[config.mk]
export PLATFORM = sky130hd
export DESIGN_NAME = ov7670_source_emulator
export DESIGN_NICKNAME = d
export VERILOG_FILES = /design/src/rtl/ov7670_source_emulator.sv
export SDC_FILE = /design/constraint.sdc
export NUM_CORES = 1
export LEC_CHECK = 0
export CAP_MARGIN = 15
export CORE_MARGIN = 8
export CORE_UTILIZATION = 50
export DETAILED_ROUTE_END_ITERATION = 10
export PLACE_DENSITY = 0.73
export SLEW_MARGIN = 5
export SYNTH_ARGS = -nofsm -noshare
export SYNTH_HDL_FRONTEND = slang
export SYNTH_SLANG_ARGS = --single-unit
[constraint.sdc]
create_clock -name PCLK -period 2.6 [get_ports PCLK]
set_clock_uncertainty 0.05 [all_clocks]
set_input_delay 0.26 -clock PCLK [delete_from_list [all_inputs] [get_ports PCLK]]
set_output_delay 0.26 -clock PCLK [all_outputs]
set_load 0.02 [all_outputs]
[src/rtl/ov7670_source_emulator.sv]
// OV7670 camera output emulator: VSYNC/HREF/D timing with an 8-bar RGB565 test pattern.
// Optional macro OV_SRC_FRAME_TAG_EN stamps FRAME_CNT into the first pixel of every frame.
module ov7670_source_emulator #(
  parameter int H_ACTIVE    = 160,
  parameter int V_ACTIVE    = 120,
  parameter int H_BLANK     = 16,
  parameter int VSYNC_LINES = 3,
  parameter int V_BACK      = 10,
  parameter int V_FRONT     = 2
) (
  input  logic       PCLK,
  input  logic       RSTN,
  input  logic       ENABLE,
  output logic       VSYNC,
  output logic       HREF,
  output logic [7:0] D,
  output logic       FRAME_DONE,
  output logic [7:0] FRAME_CNT
);

  localparam int L     = 2 * H_ACTIVE + H_BLANK;
  localparam int HW    = $clog2(L);
  localparam int VW    = $clog2(V_ACTIVE + VSYNC_LINES + V_BACK + V_FRONT + 1);
  localparam int BAR_W = H_ACTIVE / 8;
  localparam int PW    = $clog2(BAR_W + 1);

  localparam logic [HW-1:0] H_LAST    = HW'(L - 1);
  localparam logic [HW-1:0] H_ACT_END = HW'(2 * H_ACTIVE);
  localparam logic [VW-1:0] VS_LAST   = VW'(VSYNC_LINES - 1);
  localparam logic [VW-1:0] VB_LAST   = VW'(V_BACK - 1);
  localparam logic [VW-1:0] VA_LAST   = VW'(V_ACTIVE - 1);
  localparam logic [VW-1:0] VF_LAST   = VW'(V_FRONT - 1);
  localparam logic [PW-1:0] PIX_LAST  = PW'(BAR_W - 1);

  typedef enum logic [2:0] {IDLE, VSYNC_S, VBACK, ACTIVE, VFRONT} state_e;

  state_e          state_q, state_d;
  logic [HW-1:0]   hcnt_q, hcnt_d;
  logic [VW-1:0]   vcnt_q, vcnt_d;
  logic            ph_q, ph_d;
  logic [PW-1:0]   pix_q, pix_d;
  logic [2:0]      bar_q, bar_d;
  logic            vsync_q, vsync_d;
  logic            href_q, href_d;
  logic            done_q, done_d;
  logic [7:0]      data_q, data_d;
  logic [7:0]      cnt_q, cnt_d;
  logic            lineEnd;
  logic [15:0]     rgb;

  function automatic logic [15:0] barColour(input logic [2:0] b);
    case (b)
      3'd0:    return 16'hFFFF;
      3'd1:    return 16'hFFE0;
      3'd2:    return 16'h07FF;
      3'd3:    return 16'h07E0;
      3'd4:    return 16'hF81F;
      3'd5:    return 16'hF800;
      3'd6:    return 16'h001F;
      default: return 16'h0000;
    endcase
  endfunction

  // Frame sequencing: hcnt sweeps each line period, vcnt counts lines within the current phase.
  always_comb begin
    state_d = state_q;
    hcnt_d  = hcnt_q;
    vcnt_d  = vcnt_q;
    lineEnd = (hcnt_q == H_LAST);
    if (state_q != IDLE) begin
      hcnt_d = lineEnd ? '0 : hcnt_q + HW'(1);
      if (lineEnd) vcnt_d = vcnt_q + VW'(1);
    end
    case (state_q)
      IDLE: begin
        if (ENABLE) begin
          state_d = VSYNC_S;
          hcnt_d  = '0;
          vcnt_d  = '0;
        end
      end
      VSYNC_S: if (lineEnd && vcnt_q == VS_LAST) begin state_d = VBACK;  vcnt_d = '0; end
      VBACK:   if (lineEnd && vcnt_q == VB_LAST) begin state_d = ACTIVE; vcnt_d = '0; end
      ACTIVE:  if (lineEnd && vcnt_q == VA_LAST) begin state_d = VFRONT; vcnt_d = '0; end
      VFRONT: begin
        if (lineEnd && vcnt_q == VF_LAST) begin
          state_d = ENABLE ? VSYNC_S : IDLE;
          vcnt_d  = '0;
        end
      end
      default: state_d = IDLE;
    endcase
  end

  // Outputs are decoded from the next-state counters so the registered pins line up with the state they describe.
  always_comb begin
    ph_d  = ph_q;
    pix_d = pix_q;
    bar_d = bar_q;
    if (hcnt_d == '0) begin
      ph_d  = 1'b0;
      pix_d = '0;
      bar_d = '0;
    end else if (!ph_q) begin
      ph_d = 1'b1;
    end else begin
      ph_d = 1'b0;
      if (pix_q == PIX_LAST) begin
        pix_d = '0;
        bar_d = bar_q + 3'd1;
      end else begin
        pix_d = pix_q + PW'(1);
      end
    end

    rgb     = barColour(bar_d);
    vsync_d = (state_d == VSYNC_S);
    href_d  = (state_d == ACTIVE) && (hcnt_d < H_ACT_END);
    data_d  = href_d ? (ph_d ? rgb[7:0] : rgb[15:8]) : 8'h00;
`ifdef OV_SRC_FRAME_TAG_EN
    if (href_d && vcnt_d == '0 && bar_d == 3'd0 && pix_d == '0) data_d = cnt_q;
`endif
    done_d = (state_d == VFRONT) && (hcnt_d == H_LAST) && (vcnt_d == VF_LAST);
    cnt_d  = done_d ? cnt_q + 8'd1 : cnt_q;
  end

  always_ff @(posedge PCLK or negedge RSTN) begin
    if (!RSTN) begin
      state_q <= IDLE;
      hcnt_q  <= '0;
      vcnt_q  <= '0;
      ph_q    <= 1'b0;
      pix_q   <= '0;
      bar_q   <= '0;
      vsync_q <= 1'b0;
      href_q  <= 1'b0;
      data_q  <= 8'h00;
      done_q  <= 1'b0;
      cnt_q   <= 8'h00;
    end else begin
      state_q <= state_d;
      hcnt_q  <= hcnt_d;
      vcnt_q  <= vcnt_d;
      ph_q    <= ph_d;
      pix_q   <= pix_d;
      bar_q   <= bar_d;
      vsync_q <= vsync_d;
      href_q  <= href_d;
      data_q  <= data_d;
      done_q  <= done_d;
      cnt_q   <= cnt_d;
    end
  end

  assign VSYNC      = vsync_q;
  assign HREF       = href_q;
  assign D          = data_q;
  assign FRAME_DONE = done_q;
  assign FRAME_CNT  = cnt_q;

endmodule

==> metrics.csv <==
stage,metric,value,unit
sta,finalWorstSetupSlack,119,ps
yosys,synth_mux_area_share,1.99,%
grt,grt_pass1_wl,9430,µm
yosys,ys_ff_latch,43,
grt,antenna_found_initial,0,
setup_path,required,2730,ps
clock_tree,clock-sinks,43,
place,dp_slack,42.4,ps
yosys,async_reset_ff_share,100,%
clock_tree,hold_buffers,0,
setup_path,worst-path-max-fanout,3,
yosys,yosysTopAreaCell,dfrtp_1,
setup_path,critPathSlowestCell,or4b_4,
place,gp_routability_congestion,0.926,
yosys,synth_compound_area_share,10.0,%
setup_path,cp.depth,7,
grt,grt_max_degree,44,
setup_path,critPathMaxStageDelay,560,ps
floorplanning,start_util,51.6,%
clock_tree,cts_root_buf,clkbuf_8,
final_layout,final_nets,333,
drt,via_per_inst,5.61,
run_status,run_status,completed,
place,io_buffers,21,
clock_tree,clkTransAtPathRegs,80,ps
drt,num_vias,2209,
drt,totalWireLength,6020,µm
yosys,synthAdderAreaFrac,3.32,%
yosys,syn_area,2640,µm²
clock_tree,clock_latency,300,ps
drt,dr.pass1.iters,4,
yosys,synth_nets,292,
drt,post_drt_wl_per_cell,15.3,µm
floorplanning,die_height,88.6,µm
final_layout,layout_commonest_cell,dfrtp_1,
setup_path,cp_top_family,simple AND/OR/NAND/NOR gates,
place,dpl.hpwl,4240,µm
final_layout,diodes,0,
sta,setup_tns,0,ps
floorplanning,die_x,88.6,µm
sta,rsz0062_at_grt,true,
sta,finalSetupViolations,0,
yosys,synth_flop_cell,dfrtp_1,
floorplanning,ios,22,
yosys,yosys.area_share.simple,30.4,%
floorplanning,core-area,5110,µm²
run,max_cap_violations,0,
setup_path,cp-start-kind,flop,
yosys,synth_top_family_by_area,simple AND/OR/NAND/NOR gates,
final_layout,fin_area,3300,µm²
pwr,p_leak,1.42,nW
clock_tree,cts_tree,yes,
sta,relSlewSlack,37.9,%
sta,min_period,2480,ps
place,placed_cell_area,3000,µm²
drt,drt_iter0_drc,177,
floorplanning,rows,26,
final_layout,post_route_cells_drive_above_1_share,21.3,%
yosys,synth.yosys.seq_area_share,40.8,%
drt,drtAntennaViolNets,0,
yosys,synth-edff-count,0,
final_layout,final_cell_mix,"43 x dfrtp_1, 34 x nor2_1, 31 x buf_4",
pwr,power,2.22,mW
setup_path,crit_path_cell_trace,"or4b_4, nor4_4, mux2i_2, nor2_2, nand4_4, nor3_2, mux2_1",
hold_path,hp-class,in -> async,
grt,grt_pass1_vias,2019,
sta,hold_viol_final,0,
sta,hold_slack,46.5,ps
yosys,yosysUniqueCellTypes,55,
sta,fmax,403,MHz
setup_path,end_kind,flop,
setup_path,cp_num_buf_inv,0,
sta,worstMarginPinSlew,932,ps
yosys,synth.top_cell.area_share,40.8,%
pwr,peakVddDrop,0.447,mV
place,dp.cells,377,
setup_path,worstPathArrival,2610,ps
final_layout,final_util,64.6,%
clock_tree,clock_path_buffers,2,
pwr,cellPowerDensity,672,nW/µm²
sta,post-route-period-util,95.4,%
floorplanning,die_area,7850,µm²
yosys,synth_area_per_cell,9.34,µm²
clock_tree,numCtsBuffers,5,
final_layout,syn_to_final_growth,25.3,%
yosys,synth_xor_area_share,7.98,%
yosys,syn_inst,282,
drt,drc_errors,0,
setup_path,reg2reg_depth,7,
yosys,synth_area_leaders,"dfrtp_1 41%, nor2_1 5.0%, xor2_1 4.3%, xnor2_1 3.7%, ha_1 3.3%",
final_layout,stdcell_count,394,
grt,gr-usage-all-layers,15.3,%
yosys,yosys_warnings,0,
grt,grt-ovfl-total,0,
setup_path,path_class,reg -> reg,
sta,maxSlewViolCount,0,
clock_tree,htreeDepth,2,
## Yosys cell counts (all sizes together), types with 2 or more instances
| master | n |
|---|---|
| nand3b | 2 |
| a211oi | 2 |
| nor2 | 36 |
| a21oi | 13 |
| ha | 7 |
| xor2 | 13 |
| nand4 | 11 |
| and3 | 4 |
| nor4b | 3 |
| clkbuf | 10 |
| inv | 11 |
| o21ai | 8 |
| nand2 | 21 |
| o211ai | 2 |
| nor3 | 13 |
| mux2 | 2 |
| mux2i | 3 |
| xnor2 | 11 |
| nand3 | 13 |
| buf | 9 |
| or2 | 4 |
| dfrtp | 43 |
| and2 | 3 |
| nor2b | 3 |
| a31oi | 5 |
| nand2b | 3 |
| nor4 | 13 |
## worst register-to-register path: stages (launching register included)
cell and delay (ps):
dfrtp_1 400, or4b_4 560, nor4_4 350, mux2i_2 130, nor2_2 160, nand4_4 130
nor3_2 250, mux2_1 340
## kinds of logic (layout without fill, tap and decap cells)
| family | Yosys count | in the layout |
|---|---|---|
| AND/OR/NAND/NOR | 134 | 134 |
| flip-flops | 43 | 43 |
| AO/OA/AOI/OAI | 39 | 39 |
| buffers and inverters | 30 | 72 |
| XOR/XNOR | 24 | 24 |
| adder cells (fa/ha/maj) | 7 | 7 |
| multiplexers | 5 | 5 |
## state kept, by name (all words and copies together) (netlist names), 3 cells and up
| name | cells |
|---|---|
| state_q | 3 |
| vcnt_q | 8 |
| FRAME_CNT | 8 |
| pix_q | 5 |
| hcnt_q | 9 |
| bar_q | 3 |
| D | 3 |
## layer usage
layer / track usage [%] / part of all wire, %
met1: 19.7 / 45
met2: 24.8 / 49
met3: 4.09 / 5.7
met4: 3.53 / 0.81
met5: 0 / 0
## cell type report
| cell class | instances | area (µm²) |
|---|---|---|
| Multi-Input combinational cell | 209 | 1510 |
| Clock inverter | 2 | 60.1 |
| Clock buffer | 6 | 72.6 |
| Inverter | 11 | 41.3 |
| Timing Repair Buffer | 53 | 453 |
| Fill cell | 427 | 1810 |
| Sequential cell | 43 | 1080 |
| Tap cell | 70 | 87.6 |
## worst paths after layout
| check | start | to | slack, ps |
|---|---|---|---|
| max | hcnt_q[5] | FRAME_CNT[1] | 120 |
| min | RSTN | vcnt_q[3] | 50 |
| max reg2reg | hcnt_q[5] | FRAME_CNT[1] | 120 |
| min reg2reg | FRAME_CNT[7] | FRAME_CNT[7] | 420 |
| max in group asynchronous | RSTN | hcnt_q[6] | 1870 |
| min in group PCLK | FRAME_CNT[7] | FRAME_CNT[7] | 420 |
## what timing repair did
item | 4_1_cts | 5_1_grt
setup endpoints to repair | 0 | 7
buffers inserted | 0 | 9
gates resized for setup | 0 | 18
endpoints found under the hold margin | 0 | 0
## power by group
part	switching (mW)	internal [mW]
Combinational	0.406	0.295
Clock	0.229	0.384
Sequential	0.128	0.776
No activity file was read; power rests on OpenSTA's default activity.
